**config.mk**
```make
export PLATFORM = sky130hd
export DESIGN_NAME = sar_search
export DESIGN_NICKNAME = d
export VERILOG_FILES = /design/src/rtl/sar_search.sv
export SDC_FILE = /design/constraint.sdc
export NUM_CORES = 1
export LEC_CHECK = 0
export BUFFER_PORTS_ARGS = -buffer_cell sky130_fd_sc_hd__buf_2
export CORE_AREA = 2 2 40 42
export CTS_BUF_LIST = sky130_fd_sc_hd__clkbuf_8
export DETAILED_ROUTE_END_ITERATION = 8
export DIE_AREA = 0 0 42 44
export PLACE_DENSITY_LB_ADDON = 0.3
export SLEW_MARGIN = 0
export SYNTH_ARGS = -nofsm -noshare
export SYNTH_HDL_FRONTEND = slang
export SYNTH_SLANG_ARGS = --single-unit
export TNS_END_PERCENT = 30
```
**constraint.sdc**
```tcl
create_clock -name clk -period 2.5 [get_ports clk]
set_input_delay 0.375 -clock clk [delete_from_list [all_inputs] [get_ports clk]]
set_output_delay 0.375 -clock clk [all_outputs]
set_load 0.05 [all_outputs]
```
**src/rtl/sar_search.sv**
```systemverilog
// =============================================================================
// sar_search : MSB-first successive-approximation search against an external
//              unsigned comparator (unknown on a, guess on b).
// Optional feature macro: SAR_EARLY_EXIT_EN (terminate as soon as eq is seen).
// Revision   : 1.0
// =============================================================================
`default_nettype none

module sar_search #(
  parameter int SIZE = 4
) (
  input  logic            clk,
  input  logic            reset_n,
  input  logic            start,
  input  logic            gt,
  input  logic            eq,
  output logic [SIZE-1:0] guess,
  output logic [SIZE-1:0] result,
  output logic            busy,
  output logic            done,
  output logic            err
);

  localparam int              IW      = (SIZE > 1) ? $clog2(SIZE) : 1;
  localparam logic [IW-1:0]   IDX_TOP = IW'(SIZE - 1);
  localparam logic [SIZE-1:0] MSB     = SIZE'(1) << (SIZE - 1);

  typedef enum logic [1:0] {
    ST_IDLE   = 2'd0,
    ST_SEARCH = 2'd1,
    ST_DONE   = 2'd2
  } state_t;

  state_t          state_q,  state_d;
  logic [SIZE-1:0] guess_q,  guess_d;
  logic [SIZE-1:0] result_q, result_d;
  logic [IW-1:0]   idx_q,    idx_d;
  logic            err_q,    err_d;

  logic            keep;
  logic [SIZE-1:0] bit_mask;
  logic [SIZE-1:0] trial;

  // Without early exit, equality simply means the trial bit belongs in the answer.
`ifdef SAR_EARLY_EXIT_EN
  assign keep = gt;
`else
  assign keep = gt | eq;
`endif

  assign bit_mask = SIZE'(1) << idx_q;
  assign trial    = keep ? (guess_q | bit_mask) : (guess_q & ~bit_mask);

  always_comb begin
    state_d  = state_q;
    guess_d  = guess_q;
    result_d = result_q;
    idx_d    = idx_q;
    err_d    = err_q;

    case (state_q)
      ST_IDLE: begin
        if (start) begin
          state_d = ST_SEARCH;
          guess_d = MSB;
          idx_d   = IDX_TOP;
          err_d   = 1'b0;
        end
      end

      ST_SEARCH: begin
        if (gt && eq) begin
          err_d    = 1'b1;
          result_d = '0;
          state_d  = ST_DONE;
        end
`ifdef SAR_EARLY_EXIT_EN
        else if (eq) begin
          result_d = guess_q;
          state_d  = ST_DONE;
        end
`endif
        else if (idx_q == '0) begin
          // gt on the last trial means the unknown lies above every reachable value.
          guess_d  = trial;
          result_d = trial;
          err_d    = gt;
          state_d  = ST_DONE;
        end else begin
          guess_d = trial | (bit_mask >> 1);
          idx_d   = idx_q - IW'(1);
        end
      end

      ST_DONE: begin
        idx_d   = IDX_TOP;
        state_d = ST_IDLE;
      end

      default: begin
        state_d = ST_IDLE;
      end
    endcase
  end

  always_ff @(posedge clk or negedge reset_n) begin
    if (!reset_n) begin
      state_q  <= ST_IDLE;
      guess_q  <= '0;
      result_q <= '0;
      idx_q    <= IDX_TOP;
      err_q    <= 1'b0;
    end else begin
      state_q  <= state_d;
      guess_q  <= guess_d;
      result_q <= result_d;
      idx_q    <= idx_d;
      err_q    <= err_d;
    end
  end

  assign guess  = guess_q;
  assign result = result_q;
  assign err    = err_q;
  assign busy   = (state_q == ST_SEARCH);
  assign done   = (state_q == ST_DONE);

endmodule

`default_nettype wire

```
==> impl_metrics.yaml <==
detailed_routing:
  num_vias: 591
  first_pass_iters: 4
  drc: 0
  routedWlPerCell_um: 14.44
  postRouteAntennaNets: 0
  post_drt_via_cell_ratio: 5.683
  finalWirelength_um: 1502
  drtIter0Drc: 13
critical_path:
  reg2reg_from: "idx_q[0]"
  start_kind: "flip-flop"
  required_ps: 2120
  worstRegToRegCells: 5
  critPathMaxFanout: 12
  critPathKind: "flip-flop to output port"
  crit_start: "state_q[0]"
  worstSetupEndpointType: "output port"
  crit_arrival_ps: 1390
clocking:
  cts_max_path_buffers: 2
  post_cts_resized: 0
  ctsHoldBuffers: 0
  clockRootBuffer: "clkbuf_8"
  clock_latency_ps: 240
  clkSlewWorstSetupHoldPaths_ps: 50
  h-tree-depth: 1
  cts_sinks: 13
  cts_tree: "done"
  numCtsBuffers: 3
  postCtsSetupRepairBufs: 0
sta:
  period_minus_slack_ps: 1768
  rsz0062_at_grt: "false"
  hold_ws_ps: 5.247
  worst_slew_pin_slew_ps: 498.6
  finalCritPeriodShare_pct: 70.73
  setup_violations: 0
  fin_worst_skew_ps: 0.7562
  setup_tns_ps: 0
  drv_slew: 0
  maxSlewHeadroom_pct: 66.76
  finalHoldViolations: 0
  max_freq_mhz: 565.5
placement:
  dp_hpwl_um: 1080
  gp_congestion: 0.7637
  io_buffer_count: 15
  dpl.cell_count: 100
finish:
  fillers: 119
  syn2layout_area_growth_pct: 14.95
  nets: 98
  fin_cells: 104
  antenna-diode-count: 0
  drive_above_1_share_pct: 30.68
  finalCoreUtilization_pct: 61.02
power_and_ir_drop:
  p_clk_share_pct: 14.7
  p_sw_uw: 617.7
  total_power_mw: 1.250
  switching_share_pct: 49.41
  powerDensity_mw_per_mm2: 1444
  p_comb_share_pct: 53.6
  ir_drop_v: 0.0006697
  power_leakage_nw: 0.4405
  seqPwrFrac_pct: 31.7
  intPower_uw: 632.4
hold_path:
  min_path_type: "input pin to async pin"
floorplan:
  die-area_mm2: 0.001848
  dieWidth_um: 42
  fp-row-count: 14
  initial_core_util_pct: 53.09
  pin_count: 16
  core-area_mm2: 0.001419
  die_h_um: 44
logic_synthesis:
  yosysSeqAreaShare_pct: 43.52
  synthFlopType: "dfrtp_1"
  synth.distinct_cells: 30
  netlist_instances: 72
  ys_warn_count: 0
  postSynthAreaPerCell_um2: 10.46
  synthTopCellsByArea: "dfrtp_1 37%, dfstp_2 7.0%, ha_1 6.6%"
  synth-seq-cells: 13
  synthesis.area_um2: 753.2
  yosys.area.top_type: "dfrtp_1"
  synth_edf_count: 0
  ys_async_sr_fraction_pct: 100.0
  syn-num-nets: 81
  synth_top_area_share_pct: 36.54
global_routing:
  grt_max_degree: 15
  grt_pass1_wl_um: 2470
  grt_use_total_pct: 18.37
  overflow: 0
  grt_pass1_vias: 547
  antenna_found_initial: 0
status:
  outcome: "completed"
run:
  cap_viol_max_count: 0
==> critical path, stage by stage, from the launching register on <==
cell and delay [ps]:
dfrtp_1 640, nand2b_4 100, inv_2 120, buf_2 280
==> metrics by stage <==
step | worst slack, ps | instance area (µm²)
2_1_floorplan | 871.5 | 753.2
3_5_place_dp | 807.8 | 820.8
3_3_place_gp | 861.3 | 820.8
4_1_cts | 739.3 | 865.8
6_report | 731.7 | 865.8
5_1_grt | 674.1 | 865.8
==> sequential cells by signal (all words and copies together), names as in the netlist <==
signal,cells
guess,4
state_q,2
result,4
idx_q,2
err,1
==> power groups by stage <==
| stage | combinational (mW) | clock (mW) | sequential (mW) |
|---|---|---|---|
| finish | 0.670 | 0.184 | 0.396 |
| global route | 0.713 | 0.196 | 0.411 |
| CTS | 0.672 | 0.191 | 0.396 |
| detailed placement | 0.669 | 0 | 0.400 |
| global placement | 0.666 | 0 | 0.396 |
| floorplan | 0.378 | 0 | 0.563 |
==> cell type report <==
type / count / area (µm²) / area share [%]
inverters: 7 / 26.28 / 3.035
well taps: 16 / 20.02 / 2.312
repair buffers: 15 / 75.07 / 8.671
multi-input cells: 49 / 371.6 / 42.92
flip-flops and latches: 13 / 327.8 / 37.86
clock inverters: 1 / 3.754 / 0.4335
clock buffers: 3 / 41.29 / 4.769
==> cells in the mapped netlist (3+ instances only) <==
library cell   n
dfrtp_1       11
a22o_1         3
nor2_1         6
ha_1           4
a21oi_1        6
inv_1          6
a32o_1         3
==> per-layer routing <==
metal | global-route usage, % | wire length, µm
met3 | 3.750 | 75
met5 | 0 | 0
met4 | 11.61 | 27
met1 | 24.14 | 702
met2 | 27.81 | 697
==> path summary, 6_finish.rpt <==
check,end,slack (ps)
min in group clk,state_q[0],470
worst min-delay path,err,5
worst min register to register,result[2],480
max in group asynchronous,idx_q[0],2220
worst max register to register,idx_q[0],790
worst max-delay path,busy,730
==> cells in the final DEF (no fill, tap or decap), types with 2 or more instances in the layout <==
master,netlist,routed
clkbuf_8,0,3
nor3b_1,2,2
dfstp_2,2,2
o22a_1,2,2
dfrtp_1,11,11
o22ai_1,2,2
a32o_1,3,3
a22o_1,3,3
a31oi_1,2,2
nor2_1,6,6
a21oi_1,6,6
ha_1,4,4
o21ai_0,2,2
a21o_1,2,2
o32a_1,2,2
nor3_1,2,2
buf_2,1,15
inv_1,6,7
==> kinds of logic after synthesis <==
| kind of cell | after synthesis | share of synthesized area, % |
|---|---|---|
| adders and majority gates | 4 | 6.645 |
| and+or+nand+nor | 17 | 12.96 |
| AOI/OAI and AO/OA | 28 | 29.73 |
| buffers and inverters | 10 | 7.141 |
| DFF | 13 | 43.52 |
Note: power is estimated with default switching activity, not from simulation.
